<file path="config.mk">
export PLATFORM = sky130hd
export DESIGN_NAME = event_debounce_pulser
export DESIGN_NICKNAME = d
export VERILOG_FILES = /design/src/rtl/event_debounce_pulser.sv
export SDC_FILE = /design/constraint.sdc
export NUM_CORES = 1
export LEC_CHECK = 0
export CORE_AREA = 2 2 39 41
export CTS_CLUSTER_DIAMETER = 30
export CTS_CLUSTER_SIZE = 24
export DETAILED_ROUTE_END_ITERATION = 12
export DIE_AREA = 0 0 41 43
export PLACE_DENSITY = 0.42
export SETUP_SLACK_MARGIN = 0.05
export SLEW_MARGIN = 25
export SYNTH_ARGS = -nofsm -noshare
export SYNTH_HDL_FRONTEND = slang
export SYNTH_SLANG_ARGS = --single-unit
</file>
<file path="constraint.sdc">
create_clock -name clk -period 1.61 [get_ports clk]
set_input_delay 0.322 -clock clk [delete_from_list [all_inputs] [get_ports clk]]
set_output_delay 0.322 -clock clk [all_outputs]
set_load 0.01 [all_outputs]
</file>
<file path="src/rtl/event_debounce_pulser.sv">
`default_nettype none
// ============================================================================
// Module   : event_debounce_pulser
// Brief    : Synchronises and debounces a bouncy async input; emits one pulse
//            per qualified rising edge. Define DEBOUNCE_AUTOREPEAT_EN for
//            periodic repeat pulses while the debounced level stays high.
// Revision : 1.0 - initial release
// ============================================================================
module event_debounce_pulser #(
    parameter int SYNC_STAGES     = 2,
    parameter int DEBOUNCE_CYCLES = 16,
    parameter int REPEAT_CYCLES   = 64
) (
    input  logic clk,
    input  logic reset,
    input  logic raw_in,
    output logic level,
    output logic pulse
);

    localparam int                 c_CNT_W    = $clog2(DEBOUNCE_CYCLES + 1);
    localparam logic [c_CNT_W-1:0] c_CNT_LAST = c_CNT_W'(DEBOUNCE_CYCLES - 1);

    generate
        if (SYNC_STAGES < 2 || SYNC_STAGES > 4 || DEBOUNCE_CYCLES < 2 || REPEAT_CYCLES < 2) begin : g_param_check
            $error("event_debounce_pulser: parameter out of legal range");
        end
    endgenerate

    logic [SYNC_STAGES-1:0] r_sync;
    logic [c_CNT_W-1:0]     r_cnt;
    logic                   w_s_in;
    logic                   w_differs;
    logic                   w_commit;
    logic                   w_repeat;

    assign w_s_in    = r_sync[SYNC_STAGES-1];
    assign w_differs = (w_s_in != level);
    // Commit on the DEBOUNCE_CYCLES-th consecutive differing sample.
    assign w_commit  = w_differs && (r_cnt == c_CNT_LAST);

    always_ff @(posedge clk) begin
        if (reset) begin
            r_sync <= '0;
        end else begin
            r_sync <= {r_sync[SYNC_STAGES-2:0], raw_in};
        end
    end

    always_ff @(posedge clk) begin
        if (reset) begin
            r_cnt <= '0;
        end else if (!w_differs || w_commit) begin
            r_cnt <= '0;
        end else begin
            r_cnt <= r_cnt + 1'b1;
        end
    end

    always_ff @(posedge clk) begin
        if (reset) begin
            level <= 1'b0;
            pulse <= 1'b0;
        end else begin
            if (w_commit) begin
                level <= w_s_in;
            end
            pulse <= (w_commit && w_s_in) || w_repeat;
        end
    end

`ifdef DEBOUNCE_AUTOREPEAT_EN
    localparam int                 c_RPT_W    = $clog2(REPEAT_CYCLES + 1);
    localparam logic [c_RPT_W-1:0] c_RPT_LAST = c_RPT_W'(REPEAT_CYCLES - 1);

    logic [c_RPT_W-1:0] r_rpt;

    // A commit while level is high is a falling commit: it suppresses repeats.
    assign w_repeat = level && !w_commit && (r_rpt == c_RPT_LAST);

    always_ff @(posedge clk) begin
        if (reset) begin
            r_rpt <= '0;
        end else if (!level || w_commit || (r_rpt == c_RPT_LAST)) begin
            r_rpt <= '0;
        end else begin
            r_rpt <= r_rpt + 1'b1;
        end
    end
`else
    assign w_repeat = 1'b0;
`endif

endmodule
`default_nettype wire

</file>
==> impl_summary.txt <==
----------------------------------------------------
[Clock tree]
  Clock edge transition at the registers on the reported setup and hold paths ... approximately 0.06 ns
  Clk sink count ... 9
  Level count of the clock H-tree ... 1
  Max clock buf depth ... 2
  CTS tree ... done
  Clock latency reported for the late side of the worst-skew pair ... roughly 0.26 ns
  CTS root buf ... sky130_fd_sc_hd__clkbuf_4
  CTS Buf Count ... 3
  Total setup buffers inserted after CTS ... 0

[Logic synthesis]
  Cell with the most instances after synthesis ... sky130_fd_sc_hd__dfxtp_1
  Most common flop cell mapped by yosys ... sky130_fd_sc_hd__dfxtp_1
  Post-synthesis cell area ... ~320 um^2
  Area share of the leading cell type in the synthesized netlist ... between 50 and 60%
  Library cells used by synthesis ... 12
  Sequential area share after synthesis ... 56.47%
  Leading post-synthesis cells by cell area ... sky130_fd_sc_hd__dfxtp_1 56%, sky130_fd_sc_hd__ha_1 7.8%, sky130_fd_sc_hd__nor2_1 7.1%
  Flip-flop and latch count after synthesis ... 9
  Share of synthesized flip-flops with an asynchronous set or reset ... 0%
  Cell types with the highest counts after synthesis ... 9 x sky130_fd_sc_hd__dfxtp_1, 6 x sky130_fd_sc_hd__nor2_1
  Post-synth top area cell ... sky130_fd_sc_hd__dfxtp_1
  Number of flops mapped to enable cells by yosys ... 0
  Net Count, Synth ... 34
  Post-Syn Area per Cell ... ~11 um^2
  Number of instances in the synthesized netlist ... 29
  Total number of yosys warnings ... 0

[Timing]
  Min Tclk post-route ... ~1.5 ns
  Setup repair after global routing missed its margin ... false
  Finish-stage setup viols ... 0
  Pin slew with the least headroom to its limit ... 0.1296 ns
  Worst-case headroom to the max-slew limit ... between 90% and 100%
  Pins Over Slew Limit ... 0
  Number of hold-slack violations in the final timing report ... 0
  Maximum clock rate ... roughly 0.67 GHz
  Setup_tns ... 0 ns
  Period utilisation layout ... between 90% and 100%
  Post-route clock skew ... 0.004340 ns
  Worst hold slack ... approximately 0.45 ns

[Setup path]
  Maximum net fanout on the critical path ... 4
  Slowest CP cell ... sky130_fd_sc_hd__clkdlybuf4s50_1
  Critical register-to-register path endpoint ... r_cnt[2]$_SDFF_PP0_
  Crit path launch type ... register
  Depth of the worst register-to-register path ... 5
  Reg2Reg Setup Slack ... 0.14 ns
  Arrival @ worst endpoint ... around 1.2 ns
  Maximum cell stage delay along the critical path ... around 0.55 ns
  Req. time, crit path ... roughly 1.3 ns
  Cell Chain, Critical Path ... clkdlybuf4s50_1
  Type of the setup path with the least slack ... register to output port
  Endpoint class of the critical path ... output port
  Family with the most delay on the worst path ... buffers and inverters
  Worst reg2reg path startpoint ... r_cnt[0]$_SDFF_PP0_
  Buffers & Inverters on Critical Path ... 1

[Power and ir drop]
  Worst-case vdd ir drop ... roughly 0.47 mV
  Total Power ... between 400 and 500 uW
  Internal power summed over all cells ... around 330 uW
  Fraction of power consumed by the clock network ... 41.9%
  Power Density ... 997.3 nW/um^2
  Power share of the sequential group ... 55.3%
  Sw frac ... between 20% and 30%
  Leakage ... roughly 0.15 nW
  Portion of total power attributed to combinational logic ... 2.9%
  Switching power of the nets ... 82.84 uW

[Global route]
  Met1 Track Usage GR ... 6.796%
  Busiest layer in global routing ... met2
  Grt total ovfl ... 0
  Vias in the first global route ... 184
  Met2 capacity usage during global routing ... ~8.4%
  Fraction of met3 tracks used by global routing ... 4.712%
  Number of antenna violations at the first check in global routing ... 0
  Largest net degree at the start of global routing ... 6
  First-pass GRT wire length ... just over 700 um
  Global-route total usage across every layer ... under 10%

[Floorplanning]
  Initial Util ... 23.06%
  Overall die area ... between 1500 and 2000 um^2
  Height of the chip ... around 43 um
  Core Box Area ... about 1400 um^2
  Horizontal die dimension ... slightly above 40 um
  Number of ports placed on the die boundary ... 5
  Number of core rows ... 14

[Cells and area]
  Antenna diode count ... 0
  Total Nets Final ... 43
  Area used by multi-input combinational logic ... roughly 140 um^2
  Layout fillers ... 150
  Synthesis-to-layout area growth ... 29.41%
  Layout cells sized above 1 ... about 22%
  Area of all sequential standard cells ... approximately 180 um^2

[Worst hold path]
  Hold Path End ... r_sync[1]$_SDFF_PP0_
  Origin of the worst min-delay path ... r_sync[0]$_SDFF_PP0_
  Kind of path behind the tightest hold check ... register to register
  Number of cells on the worst hold path ... 1

[Outcome]
  Run status ... complete, no violations

[Drt]
  Number of design-rule violations left by the first detailed-router iteration ... 4
  Post-route antenna net violation count ... 0
  Remaining DRCs ... 0
  Number of vias per cell ... roughly 4.2
  Total Wirelength ... 455 um
  Total number of vias ... between 200 and 250
  Routed WL per cell ... approximately 8.6 um
  First-pass DRT Iterations ... 2

[Placed design]
  Port buffer count ... 4
  Routability congestion estimate ... 0.6458
  Hpwl dp ... around 360 um

[Flow run]
  Count of maximum capacitance violations ... 0

----------------------------------------------------
[metrics by stage]
| step | cells | util (%) | cell area (um^2) | setup WS (ns) |
|---|---|---|---|---|
| after floorplan | 29 | - | 319.1 | 0.1630 |
| after global placement | 49 | 27.40 | 379.1 | 0.08532 |
| after detailed placement | 49 | 27.40 | 379.1 | 0.07975 |
| after CTS | 53 | 29.29 | 405.4 | 0.06553 |
| after global routing | 53 | 29.84 | 412.9 | 0.06232 |
| final | 53 | 29.84 | 412.9 | 0.1132 |
[sequential cells by signal, indices dropped and copies added (netlist names)]
signal,cells
r_cnt,5
level,1
pulse,1
r_sync,2
[logic make-up (layout without fill, tap and decap cells)]
logic type    Yosys count  count (layout)  share of synthesized area (%)
mux                     1               1                          3.137
simple gates           12              12                          21.96
flops                   9               9                          56.47
fa+ha+maj               2               2                          7.842
buf+inv                 2              10                          2.354
xor+xnor                3               3                          8.237
[placed cells by master (no fill, tap or decap)]
master and n:
sky130_fd_sc_hd__dfxtp_1 9, sky130_fd_sc_hd__nor2_1 4, sky130_fd_sc_hd__clkdlybuf4s50_1 4, sky130_fd_sc_hd__clkbuf_4 3, sky130_fd_sc_hd__inv_1 2, sky130_fd_sc_hd__xnor2_1 2, sky130_fd_sc_hd__nor2_2 2, sky130_fd_sc_hd__nor2b_1 2
sky130_fd_sc_hd__and3_1 1, sky130_fd_sc_hd__or3_4 1, sky130_fd_sc_hd__nand3_1 1, sky130_fd_sc_hd__xor2_1 1, sky130_fd_sc_hd__mux2i_1 1, sky130_fd_sc_hd__and4bb_2 1, sky130_fd_sc_hd__ha_2 1, sky130_fd_sc_hd__ha_1 1
sky130_fd_sc_hd__clkbuf_1 1
[final cells by class]
type,count,share of cell area (%)
Clock buffer,4,6.364
Inverter,2,1.818
Multi-Input combinational cell,18,33.64
Sequential cell,9,43.64
Tap cell,16,4.848
Timing Repair Buffer,4,9.697
[routing by layer]
| metal | part of all wire [%] | wire, um |
|---|---|---|
| met1 | 45 | 203 |
| met2 | 48 | 219 |
| met3 | 4.6 | 21 |
| met4 | 2.6 | 12 |
| met5 | 0 | 0 |
[worst max-delay path by stage]
stage / endpoint / depth (start not counted) / slack (ns) / start
after floorplan: r_cnt[2]$_SDFF_PP0_ / 5 / 0.16 / r_cnt[0]$_SDFF_PP0_
after global placement: r_cnt[2]$_SDFF_PP0_ / 5 / 0.09 / r_cnt[0]$_SDFF_PP0_
after detailed placement: r_cnt[4]$_SDFF_PP0_ / 5 / 0.08 / r_cnt[0]$_SDFF_PP0_
after CTS: r_cnt[4]$_SDFF_PP0_ / 5 / 0.07 / r_cnt[0]$_SDFF_PP0_
after global routing: level / 1 / 0.06 / level$_SDFFE_PP0P_
final: level / 1 / 0.11 / level$_SDFFE_PP0P_
[power by group through the flow]
stage,Combinational (mW),Sequential (mW),Clock [mW]
floorplan,0.00491,0.232,0
global placement,0.0113,0.232,0
detailed placement,0.0115,0.232,0
CTS,0.0116,0.227,0.178
global route,0.0131,0.228,0.188
finish,0.0118,0.228,0.172
[what timing repair did]
item	CTS	global route
gates resized for setup	0	3
hold buffers	0	0
endpoints found under the setup margin	0	5
Note: power is estimated with default switching activity, not from simulation.
==> RTL change 1 (same settings) <==
Change the parameter `DEBOUNCE_CYCLES` from 16 to 64.
--- a/src/rtl/event_debounce_pulser.sv
+++ b/src/rtl/event_debounce_pulser.sv
@@ -8,7 +8,7 @@
 // ============================================================================
 module event_debounce_pulser #(
     parameter int SYNC_STAGES     = 2,
-    parameter int DEBOUNCE_CYCLES = 16,
+    parameter int DEBOUNCE_CYCLES = 64,
     parameter int REPEAT_CYCLES   = 64
 ) (
     input  logic clk,
Behaviour: no difference found for any inputs over 10 cycles, from zero or initial values and one cycle with reset high; that may be too few to reach the edited logic, so the function may still have changed.
==> RTL change 1 against the original RTL <==
Synthesized area is 34% higher; routed wire length grew 55%; largest power group unchanged; via count up 30%; worst setup slack better by 0.089 ns; design area grew 25%; hold slack improved by 0.0049 ns; global-route usage rose by 4.1 points; count of clock-buffer cells in the layout is the same; die area stayed put; highest routed layer is now met3; sequential cell count is 2 higher; register-to-register slack gained 0.07 ns; total power up 14%; critical path depth is the same.
==> RTL change 1: results (changes against the original RTL) <==
CTS HTree Levels=1 (unchanged); clock slew at the register clock pins of the worst setup and hold paths=0.06 ns (about the same); Final Wtd Congestion=0.6929 (+7.3%); number of antenna diodes=0 (unchanged); delay of the slowest cell on the worst path=0.52 ns (-0.03 ns); pin count of the biggest net entering global routing=8 (+2); Tot GR Track Use=11.01% (+4.1 points); capture point of the worst reg-to-reg path=pulse; Yosys warnings=0 (unchanged); filler cell count in the final layout=141 (-6.0%); insertion delay of the later-clocked pin in the worst-skew pair=0.26 ns (about the same); area growth from synthesis to final layout=20.82%; count of buffers added by post-CTS timing repair for setup=0 (unchanged); Commonest cells post-synth=11 x dfxtp_1, 3 x nand2b_1, 3 x nor2_1, 3 x xor2_1; number of cell instances on the worst register-to-register path=4 (-1); Critical Path Sink=pulse; startpoint of the worst setup timing path=pulse; sequential fraction of the synthesis area=51.61% (-4.9 points); number of optimization iterations in the first detailed-route pass=2 (unchanged); placement-stage worst setup slack=0.1776 ns (+0.09781 ns); Post-synth ARST share=0% (unchanged); startpoint of the worst-slack reg-to-reg timing path=r_cnt[0]; Area contributors post-synth=dfxtp_1 52%, xor2_1 6.2%, nand2b_1 4.4%; part of the power in the clock network=38.5% (-3.4 points); R2R Setup Slk=0.21 ns (+0.07 ns); worst slew margin relative to its limit=79.77% (-11 points); design internal power=0.3787 mW (+15%); DP Wirelength=546.7 um (+52%); number of distinct standard cells referenced by the synthesized netlist=20 (+8); share of post-route cells with drive strength above 1=12.77% (-8.9 points); total wirelength of the detailed-routed design=704 um (+55%); leading register cell type out of synthesis=dfxtp_1; Leak=0.1889 nW (+26%); peak fanout along the critical path=1 (-3); number of vias per cell after detailed routing=4.524 (+9.0%); largest voltage drop on the vdd net=355.3 uV (-24%); master cell of the clock root buffer=clkbuf_4; antenna violations before repair=0 (unchanged); Synthesized Nets=43 (+26%); Worst Hold Slack=0.4563 ns (+0.004915 ns); area of placed instances=486.7 um2 (+28%); net count reported at finish=52 (+21%); largest registers in the final layout=r_cnt: 7 flops, r_sync: 2 flops; sink of the worst hold path=r_sync[1]; combinational group share of total power=2.5% (-0.4 points); outcome=completed; via count of the first global-routing pass=307 (+67%); wire length of the first global-routing pass=1283 um (+79%); Critical-path top delay cell=clkdlybuf4s50_1; initial DRC count=3 (-1); Fin Clk Skew=0.0004180 ns (-0.003922 ns); worst endpoint data arrival time=1.09 ns (-0.08 ns); period utilization=87.47% (-5.5 points)
RTL change 1: cells by family (layout without fill, tap and decap cells):
logic type	count (synthesis)	after routing	share of synthesized area, %
flops	11	11	51.61
xor+xnor	4	4	8.213
mux	1	1	2.346
compound gates	2	2	4.104
simple gates	19	19	29.91
fa+ha+maj	1	1	2.932
buf+inv	1	9	0.8789
RTL change 1: cell type report:
type	count	area share, %
inverter	1	0.7282
sequential	11	42.72
clock buffer	4	5.097
tap	16	3.883
timing repair buffer	4	8.252
multi-input combinational	27	39.32
RTL change 1: routing by layer:
metal / part of all wire (%) / GRT usage [%] / routed length [um]
met5: 0 / 0 / 0
met4: 0 / 8.000 / 0
met3: 3.0 / 3.141 / 21
met2: 54 / 15.31 / 380
met1: 43 / 13.77 / 302
RTL change 1: per-stage QoR:
stage,instances,power (mW)
floorplan,39,0.2882
global placement,59,0.2946
detailed placement,59,0.2953
CTS,63,0.4758
global route,63,0.4917
finish,63,0.4697
==> RTL change 2 (config.mk and constraints unchanged) <==
Made on the original files. Remove the register `pulse`: a continuous assignment takes its place, so the output `pulse` follows one clock earlier.
--- a/src/rtl/event_debounce_pulser.sv
+++ b/src/rtl/event_debounce_pulser.sv
@@ -60,14 +60,14 @@
     always_ff @(posedge clk) begin
         if (reset) begin
             level <= 1'b0;
-            pulse <= 1'b0;
         end else begin
             if (w_commit) begin
                 level <= w_s_in;
             end
-            pulse <= (w_commit && w_s_in) || w_repeat;
         end
     end
+
+    assign pulse = (w_commit && w_s_in) || w_repeat;
 
 `ifdef DEBOUNCE_AUTOREPEAT_EN
     localparam int                 c_RPT_W    = $clog2(REPEAT_CYCLES + 1);
Function: no difference found for any inputs over 10 cycles, from zero or initial values and one cycle with reset high; that may be too few to reach the edited logic, so the function may still have changed.
==> RTL change 2 against the original RTL <==
The run now ends with negative setup slack left; worst setup slack worse by 0.12 ns; combinational power is 10% higher; utilization rose by 2.5 points; total power shrank 12%; non-clock buffer count up 5; count of clock-buffer cells in the layout decreased by 1; sequential cell count decreased by 1; synthesized area down 8.2%; die area is the same; clock power is 16% lower; design area rose by 8.5%; largest power group unchanged; highest routed layer is now met3; routed wire length is 12% higher.
==> RTL change 2: results (changes against the original RTL) <==
filler cell count in the final layout=153 (+2.0%); average routed wire per standard cell=8.965 um (+4.4%); Final Wtd Congestion=0.6019 (-6.8%); share of synthesized area spent on multiplexers=0% (-3.1 points); worst endpoint data arrival time=1.30 ns (+0.13 ns); initial DRC count=1 (-3); net count reported at finish=48 (+12%); insertion delay of the later-clocked pin in the worst-skew pair=0.24 ns (-0.02 ns); violations in the final reports=negative setup slack; number of vias per cell after detailed routing=4.000 (-3.6%); share of post-route cells with drive strength above 1=43.90% (+22 points); sequential fraction of the synthesis area=54.70% (-1.8 points); Leak=0.1698 nW (+14%); pin count of the biggest net entering global routing=6 (unchanged); number of optimization iterations in the first detailed-route pass=3 (+1); antenna violations before repair=0 (unchanged); fraction of the mapped netlist area in adder cells=8.547% (+0.70 points); via count of the first global-routing pass=263 (+43%); count of buffers added by post-CTS timing repair for setup=0 (unchanged); largest registers in the final layout=r_cnt: 5 flops, r_sync: 2 flops, level: 1 flops; Inst Count DP=54 (+10%); Fin Clk Skew=0.001573 ns (-0.002767 ns); delay of the slowest cell on the worst path=0.35 ns (-0.20 ns); smallest setup slack after layout=-0.009448 ns (-0.1227 ns); Synthesized Nets=34 (unchanged); clock slew at the register clock pins of the worst setup and hold paths=about 0.05 ns; outcome=finished with violations; number of distinct standard cells referenced by the synthesized netlist=13 (+1); wire length of the first global-routing pass=931 um (+30%); slew at the pin closest to its max-slew limit=0.1800 ns (+0.05031 ns); Commonest cells post-synth=8 x dfxtp_1, 6 x nor2_1; largest voltage drop on the vdd net=313.7 uV (-33%); Critical-path top delay cell=dfxtp_2; Area contributors post-synth=dfxtp_1 55%, ha_1 8.5%, nor2_1 7.7%; synthesized-area fraction occupied by ao, oa, aoi and oai cells=1.709% (+1.7 points); Tot GR Track Use=8.266% (+1.3 points); count of placed standard cells in the final layout, fillers left out=57 (+7.5%); peak fanout along the critical path=2 (-2); XOR/XNOR share of the synthesized area=8.974% (+0.74 points); placement-stage worst setup slack=-0.2336 ns (-0.3134 ns); number of setup violations in the final report=1 (+1)
[RTL change 2: cell count changes after synthesis]
cell,unedited run,this run
a21oi_1,0,1
and4bb_2,1,0
dfxtp_1,9,8
mux2i_1,1,0
nand2_1,0,1
or2b_1,0,1
[RTL change 2: timing repair]
item                       CTS  global route
pin swaps                    0             1
setup endpoints to repair    6             4
gates cloned                 0             0
gates resized for setup     12             2
[RTL change 2: cell type report]
type / count / area share, %
clock buffer: 3 / 5.028
inverter: 2 / 1.676
multi-input combinational: 19 / 36.31
sequential: 8 / 36.31
tap: 16 / 4.469
timing repair buffer: 9 / 16.20
[RTL change 2: worst paths after layout]
| kind | from | endpoint | cells past startpoint |
|---|---|---|---|
| max | r_cnt[0] | pulse | 6 |
| min | r_sync[0] | r_sync[1] | 1 |
| max reg2reg | r_cnt[0] | r_cnt[2] | 6 |
| min reg2reg | r_sync[0] | r_sync[1] | 1 |
[RTL change 2: worst max-delay path, delay by kind of cell (launching register included)]
family	cells	cell delay [ns]
fa+ha+maj	2	0.26
buf+inv	1	0.13
simple gates	3	0.32
flops	1	0.35
[RTL change 2: cell families (layout without fill, tap and decap cells)]
family,Yosys count,after routing
XOR/XNOR,3,3
adder cells (fa/ha/maj),2,2
flip-flops,8,8
AO/OA/AOI/OAI,1,1
buffers and inverters,2,14
AND/OR/NAND/NOR,13,13
[RTL change 2: power breakdown]
| part | internal, mW | switching (mW) |
|---|---|---|
| Sequential | 0.202 | 0.00187 |
| Combinational | 0.00850 | 0.00452 |
| Clock | 0.0847 | 0.0595 |
[RTL change 2: metrics by stage]
| step | utilization (%) | hold slack [ns] | total power, mW | area (um2) | TNS (ns) |
|---|---|---|---|---|---|
| CTS | 32.01 | 0.4554 | 0.3681 | 442.9 | -0.02581 |
| global route | 32.37 | 0.4676 | 0.3813 | 447.9 | -0.08767 |
| finish | 32.37 | 0.4482 | 0.3607 | 447.9 | -0.009448 |
| detailed placement | 28.21 | 0.4445 | 0.2193 | 390.4 | -0.2336 |
| floorplan | - | 0.3911 | 0.2112 | 292.8 | 0 |
| global placement | 28.21 | 0.4226 | 0.2184 | 390.4 | -0.1946 |
[RTL change 2: routing by layer]
layer	GRT usage [%]	part of all wire (%)
met5	0	0
met2	11.25	54
met3	4.712	3.7
met4	7.333	0
met1	8.469	42
